<file path="src/rtl/lcd_capture.sv">
// Display-stream sink: recovers pixel coordinates from the sync levels, packs
// 2-bit shades four per byte and fills a double-buffered 160x144 framebuffer.
module lcd_capture (
  input  logic        clk,
  input  logic        rst,
  input  logic        lcd_hsync,
  input  logic        lcd_vsync,
  input  logic        lcd_pixel,
  input  logic [1:0]  lcd_color,
  output logic        fb_write,
  output logic        fb_bank,
  output logic [12:0] fb_addr,
  output logic [7:0]  fb_data,
  output logic        frame_done,
  output logic        display_bank,
  output logic        sync_err
);

  localparam logic [7:0] XMAX = 8'd160;
  localparam logic [7:0] YMAX = 8'd144;

  typedef enum logic [1:0] {
    WAIT_SYNC,
    CAPTURE,
    VBLANK
  } state_e;

  state_e      state_q, state_d;
  logic        vsync_q, hsync_q;
  logic [7:0]  x_q, x_d;
  logic [7:0]  y_q, y_d;
  logic [12:0] addr_q, addr_d;
  logic [5:0]  acc_q, acc_d;
  logic [1:0]  ph_q, ph_d;
  logic        wr_q, wr_d;
  logic [12:0] waddr_q, waddr_d;
  logic [7:0]  wdata_q, wdata_d;
  logic        bank_q, bank_d;
  logic        disp_q, disp_d;
  logic        done_q, done_d;
  logic        err_q, err_d;

  logic vs_rise, vs_fall, hs_rise;
  logic abort;

  assign vs_rise = lcd_vsync & ~vsync_q;
  assign vs_fall = ~lcd_vsync & vsync_q;
  assign hs_rise = lcd_hsync & ~hsync_q;

  always_ff @(posedge clk) begin
    if (rst) begin
      state_q <= WAIT_SYNC;
      vsync_q <= 1'b0;
      hsync_q <= 1'b0;
      x_q     <= '0;
      y_q     <= '0;
      addr_q  <= '0;
      acc_q   <= '0;
      ph_q    <= '0;
      wr_q    <= 1'b0;
      waddr_q <= '0;
      wdata_q <= '0;
      bank_q  <= 1'b0;
      disp_q  <= 1'b1;
      done_q  <= 1'b0;
      err_q   <= 1'b0;
    end else begin
      state_q <= state_d;
      vsync_q <= lcd_vsync;
      hsync_q <= lcd_hsync;
      x_q     <= x_d;
      y_q     <= y_d;
      addr_q  <= addr_d;
      acc_q   <= acc_d;
      ph_q    <= ph_d;
      wr_q    <= wr_d;
      waddr_q <= waddr_d;
      wdata_q <= wdata_d;
      bank_q  <= bank_d;
      disp_q  <= disp_d;
      done_q  <= done_d;
      err_q   <= err_d;
    end
  end

  always_comb begin
    state_d = state_q;
    x_d     = x_q;
    y_d     = y_q;
    addr_d  = addr_q;
    acc_d   = acc_q;
    ph_d    = ph_q;
    wr_d    = 1'b0;
    waddr_d = waddr_q;
    wdata_d = wdata_q;
    bank_d  = bank_q;
    disp_d  = disp_q;
    done_d  = 1'b0;
    err_d   = 1'b0;
    abort   = 1'b0;
    unique case (state_q)
      WAIT_SYNC, VBLANK: begin
        if (vs_fall) begin
          state_d = CAPTURE;
          x_d     = '0;
          y_d     = '0;
          addr_d  = '0;
          acc_d   = '0;
          ph_d    = '0;
        end
      end
      CAPTURE: begin
        if (lcd_pixel) begin
          if (y_q == YMAX || x_q == XMAX) begin
            err_d   = 1'b1;
            state_d = WAIT_SYNC;
            abort   = 1'b1;
          end else begin
            acc_d = {acc_q[3:0], lcd_color};
            x_d   = x_q + 8'd1;
            ph_d  = ph_q + 2'd1;
            if (ph_q == 2'd3) begin
              wr_d    = 1'b1;
              wdata_d = {acc_q, lcd_color};
              waddr_d = addr_q;
              addr_d  = addr_q + 13'd1;
            end
          end
        end
        // line/frame checks see the counters after this cycle's pixel
        if (!abort && hs_rise) begin
          if (x_d == XMAX) begin
            x_d = '0;
            y_d = y_q + 8'd1;
          end else begin
            err_d   = 1'b1;
            state_d = WAIT_SYNC;
            abort   = 1'b1;
          end
        end
        if (!abort && vs_rise) begin
          state_d = VBLANK;
          if (y_d == YMAX && x_d == 8'd0) begin
            done_d = 1'b1;
            bank_d = ~bank_q;
            disp_d = bank_q;
          end else begin
            err_d = 1'b1;
          end
        end
      end
      default: state_d = WAIT_SYNC;
    endcase
  end

  assign fb_write     = wr_q;
  assign fb_bank      = bank_q;
  assign fb_addr      = waddr_q;
  assign fb_data      = wdata_q;
  assign frame_done   = done_q;
  assign display_bank = disp_q;
  assign sync_err     = err_q;

endmodule

</file>
<file path="config.mk">
export PLATFORM = sky130hd
export DESIGN_NAME = lcd_capture
export DESIGN_NICKNAME = d
export VERILOG_FILES = /design/src/rtl/lcd_capture.sv
export SDC_FILE = /design/constraint.sdc
export NUM_CORES = 1
export LEC_CHECK = 0
export CAP_MARGIN = 20
export CORE_MARGIN = 2
export CORE_UTILIZATION = 57
export CTS_CLUSTER_SIZE = 40
export DETAILED_ROUTE_END_ITERATION = 12
export GPL_ROUTABILITY_DRIVEN = 1
export PLACE_DENSITY = 0.86
export SLEW_MARGIN = 5
export SYNTH_ARGS = -nofsm -noshare
export SYNTH_HDL_FRONTEND = slang
export SYNTH_SLANG_ARGS = --single-unit
</file>
<file path="constraint.sdc">
create_clock -name clk -period 3 [get_ports clk]
set_input_delay 0.6 -clock clk [delete_from_list [all_inputs] [get_ports clk]]
set_output_delay 0.6 -clock clk [all_outputs]
set_load 0.005 [all_outputs]
</file>
==> Word level (Yosys, flattened, before mapping) <==
Index checks and enable logic that the tools add are counted.
{ "totals": {"latch_bits": 0, "mem_count": 0, "rom_bits": 0, "in_bits": 7, "register_bits": 67, "mem_bits_rw": 0} }
{ "op_classes": {"add_sub_neg": 4, "n_reduce_logical": 18, "eq_ne": 11, "magnitude_cmp": 0, "muxes": 44, "bitwise_logic": 11, "n_shift": 0, "n_div": 0, "mul": 0} }
{ "op_table": {"columns": ["cell", "count"], "rows": [
  ["8-bit two-way mux", 10],
  ["13-bit two-way mux", 4],
  ["8-bit == test (second input constant)", 4],
  ["8-bit case mux with 2 select lines", 2],
  ["13-bit case mux with 2 select lines", 1],
  ["2-bit two-way mux", 9],
  ["6-bit two-way mux", 3],
  ["8-bit by 1-bit adder with 8-bit output (second input constant)", 2],
  ["13-bit by 1-bit adder with 13-bit output (second input constant)", 1],
  ["1-bit two-way mux", 12],
  ["6-bit case mux with 2 select lines", 1],
  ["8-bit logical NOT", 1],
  ["2-bit != test (second input constant)", 4],
  ["1-bit inverter", 8],
  ["2-bit case mux with 2 select lines", 2],
  ["4-bit AND reduction", 2],
  ["5-bit AND reduction", 1],
  ["2-bit == test (second input constant)", 2],
  ["2-bit OR reduction", 2],
  ["4-bit OR reduction", 1],
  ["1-bit AND", 3],
  ["1-bit logical AND", 3],
  ["3-bit AND reduction", 1],
  ["3-bit OR reduction", 1],
  ["7 further kinds", 8]
]} }

==> Longest topological paths before layout <==
{ "depth": {"ltp_word": 13, "depth_mapped": 10, "ltp_nobuf": 9} }

==> Worst setup path after synthesis <==
OpenSTA, ideal clock, no wires.
{ "synth_path": {"kind": "input to register", "startpoint": "input lcd_pixel", "endpoint": "register disp_q, in the netlist display_bank", "setup_ns": 0.119, "slack_ns": 0.520, "t_arrival_ns": 2.362, "path_buffers": 1, "cell_stages": 9, "path_cell_list": "clkbuf_1 -> nor2b_1 -> and4_1 -> o211ai_2 -> a211oi_1 -> o221ai_1 -> a2111oi_4 -> mux2i_1 -> nand2_1"} }
{ "synth_between": {"elab_chain_len": 9, "elab_cells_between_ends": 22, "cone_classes": "eq/ne (2); mux (13); reduce/logical (7)"} }
{ "synth_lines": {"columns": ["item", "line_no", "rtl"], "rows": [
  ["start, declared", "8", "input logic lcd_pixel,"],
  ["8-bit two-way mux / 1-bit two-way mux (equally long branches)", "113", "if (lcd_pixel) begin"],
  ["8-bit two-way mux / 1-bit two-way mux (equally long branches)", "101", "unique case (state_q)"],
  ["8-bit == test / 1-bit logical NOT (equally long branches)", "132, 131", null],
  ["8-bit two-way mux (tied with other cells)", "132", "if (x_d == XMAX) begin"],
  ["8-bit two-way mux / 1-bit two-way mux (equally long branches)", "131", "if (!abort && hs_rise) begin"],
  ["8-bit two-way mux / 1-bit two-way mux (equally long branches)", "101", null],
  ["8-bit == test (tied with other cells)", "143", "if (y_d == YMAX && x_d == 8'd0) begin"],
  ["1-bit logical AND, on equally long branches", "143, 141", null],
  ["3-bit AND reduction (no source line) *", null, null],
  ["end signal, assigned", "80", "disp_q <= disp_d;"],
  ["end, declared", "39", "logic disp_q, disp_d;"]
]} }
Mark *: on every way between the ends. The rest lies on a longest branch, timed or not. The select of a mux whose other input is x is not followed.
A chain may end at the register's enable or synchronous reset.

==> Worst setup path after layout <==
{ "layout_path": {"startpoint": "register x_q[5]", "endpoint": "register disp_q, in the netlist display_bank"} }
{ "layout_between": {"elab_chain_len": 12, "elab_cells_between_ends": 27, "cone_classes": "add/sub (1); eq/ne (3); mux (15); reduce/logical (8)"} }
{ "layout_lines": {"columns": ["item", "line_no", "rtl"], "rows": [
  ["start, declared", "30", "logic [7:0] x_q, x_d;"],
  ["start signal, assigned", "55", "x_q <= '0;"],
  ["start signal, assigned", "71", "x_q <= x_d;"],
  ["branches (longest 11 deep; another with 8-bit by 1-bit adder with 8-bit output)", null, null],
  ["3-bit AND reduction (no source line) *", null, null]
]} }
Mark *: on every way between the ends. The select of a mux whose other input is x is not followed.

==> metrics <==
htree depth 3; leakage component of the power 1.41 nW; final critical path time including I/O delays and setup 2.75 ns; Post-Place Setup Slack -0.207 ns; number of buffer cells added on primary ports 32; top-area cell type share of the netlist area between 30% and 40%; fin cells between 500 and 600; total setup violations reported at the end of the flow 0; Remaining DRCs 0; total die area between 0.006 and 0.007 mm^2; placeable core region between 0.005 and 0.006 mm^2; antenna violations before repair 0; signed area change from the synthesized netlist to the final layout 19.9%; count leader, synth nand2_1; count of fill cells added during filler insertion 442; CTS root buf clkbuf_8; Placed Instances 502; io pins 33; GRT overflow 0; pin count of the biggest net entering global routing 28; routability cong. roughly 0.94; area after detailed placement 0.00376 mm^2; total negative setup slack 0 ns; die extent in x 80.8 um; setup slack of the most critical reg-to-reg path 0.25 ns; First DRT Iteration DRCs 216; final critical-path share of the clock period 91.8%; number of buffers added by the clock tree synthesis step 9; Async SR Flop Fraction 0%; routed wire length 8.08 mm; part of the Yosys area used for sequential elements 39.9%; mean area per synthesized cell 8.22 um^2; warning count from the yosys run 0; final cell utilization of the core 71.9%; total power consumption of the routed design about 1.9 mW; #FFs+latches synth 67; outcome complete, no violations; total count of hold-check failures in the final report 0; Mapped Cells 409; number of enable flip-flop cells after synthesis 0; number of unique standard cell types used by synthesis 57; clock net sink count 67; number of global-route vias before repair slightly above 3000; main flop type after synthesis dfxtp_1; number of max-capacitance violations reported 0; num rows 27; final setup skew 0.00945 ns; CTS clock-pin slew for the worst setup and hold paths 0.08 ns; Routed Antenna Nets 0; diode insertion count for antenna repair 0; routed wirelength normalized by instance count ~16 um; crit path max fanout 12; synth cell count leaders 69 x nand2_1, 67 x dfxtp_1, 46 x a21oi_1; Clock Tree Buf Depth 2; setup repair after global routing missed its margin false; leading cell types by total area after synthesis dfxtp_1 40%, nand2_1 7.7%, a21oi_1 6.8%; number of buffers inserted by hold repair at cts 0; number of vias in the routed layout 3192; vias per cell 6.13; Die Span Y 80.8 um; Tot GR Track Use 27.1%; achievable clock frequency 0.363 GHz; type of the worst setup path reg2reg; Worst slew margin 58.1%; top cell type by total area after synthesis dfxtp_1; drt pass-1 iters 5; setup slack after layout 0.246 ns; TritonCTS clock tree done; Slew Limit Fails 0; power density of the placed cells 477 mW/mm^2; Worst VDD drop 0.459 mV; worst path required time 3.25 ns; first-pass GRT wire length 13.7 mm; Detailed Place HPWL 5.34 mm; clock latency at the later pin of the worst-skew pair between 0.3 and 0.4 ns; type of destination of the critical path register; Synth Net Count 422; fin nets 457; initial core utilization 60.0%; Hold/Removal Path Class reg2reg; layout cells sized above 1 13.1%; data arrival time of the worst path around 3 ns; synthesized area ~0.0034 mm^2; Worst Tran Pin Value 0.618 ns; worst hold margin around 0.46 ns; final design instance area without fill 0.00403 mm^2; critical path launch point type register
flip-flops by register name, summed over array words and instances, names as in the netlist:
| signal | flops |
|---|---|
| frame_done | 1 |
| fb_bank | 1 |
| x_q | 8 |
| fb_addr | 13 |
| state_q | 2 |
| y_q | 8 |
| display_bank | 1 |
| acc_q | 6 |
| addr_q | 13 |
| hsync_q | 1 |
| ph_q | 2 |
| sync_err | 1 |
| fb_data | 8 |
| vsync_q | 1 |
| fb_write | 1 |
critical path, cell delays in order (launching register included):
cell and delay [ns]:
dfxtp_1 0.55, inv_1 0.23, a2111oi_4 0.38, o211ai_2 0.17
a211oi_1 0.25, o221ai_1 0.24, a2111oi_4 0.49, mux2i_1 0.26
nand2_1 0.07
cell usage in the layout (no fill, tap or decap), types with 2 or more instances in the layout:
cell and instances:
a2111oi_4 2, a211oi_1 3, a21o_1 4, a21oi_1 46, a21oi_2 2, a22oi_1 2
a311oi_1 10, a31o_2 2, a31oi_1 2, and2_1 3, and3_1 11, and3b_1 2
and4_1 3, and4_4 3, buf_4 19, bufinv_16 3, clkbuf_8 9, clkdlybuf4s50_1 31
clkinvlp_4 2, dfxtp_1 67, ha_1 6, inv_1 10, nand2_1 69, nand2b_1 5
nand3_1 20, nand3b_1 3, nand4_1 5, nor2_1 33, nor2b_1 5, nor3_1 4
nor4_1 4, o21ai_0 11, o311ai_2 3, or2_2 2, or4_1 3, xnor2_1 5
xor2_1 11
final timing paths:
check | start | endpoint | depth (start not counted)
max | x_q[5] | display_bank | 8
max reg2reg | x_q[5] | display_bank | 8
min reg2reg | fb_data[3] | fb_data[3] | 2
min | fb_data[3] | fb_data[3] | 2
power by group:
group,switching [mW],internal (mW)
Sequential,0.00267,0.892
Combinational,0.0545,0.0280
Clock,0.388,0.559
Total,0.445,1.48
layer usage:
| metal | vias up | GRT usage, % | share of wire, % |
|---|---|---|---|
| met3 | 31 | 7.11 | 6.0 |
| met5 | - | 0 | 0 |
| met1 | 1503 | 31.8 | 42 |
| met2 | 132 | 44.8 | 49 |
| li1 | 1526 | - | - |
| met4 | 0 | 15.4 | 3.3 |
final cells by class:
class                           count  area (um^2)  share of cell area (%)
Inverter                           10         37.5                   0.931
Tap cell                           72         90.1                    2.23
Multi-Input combinational cell    305         1850                    45.9
Timing Repair Buffer               51          465                    11.5
Clock inverter                      7          125                    3.10
Clock buffer                        9          124                    3.07
Sequential cell                    67         1340                    33.3
cells by family (layout without fill, tap and decap cells):
family / after synthesis / count (layout) / synth area share, %
xor gates and xnor gates: 16 / 16 / 4.17
AOI/OAI and AO/OA: 99 / 99 / 20.9
muxes: 1 / 1 / 0.298
and+or+nand+nor: 183 / 183 / 27.4
buffers and inverters: 37 / 77 / 5.13
DFF: 67 / 67 / 39.9
adders and majority gates: 6 / 6 / 2.23
timing repair:
item / 4_1_cts / 5_1_grt
setup endpoints to repair: 0 / 1
endpoints found under the hold margin: 0 / 0
setup buffers: 0 / 3
resized for setup: 0 / 1
Note: power is estimated with default switching activity, not from simulation.
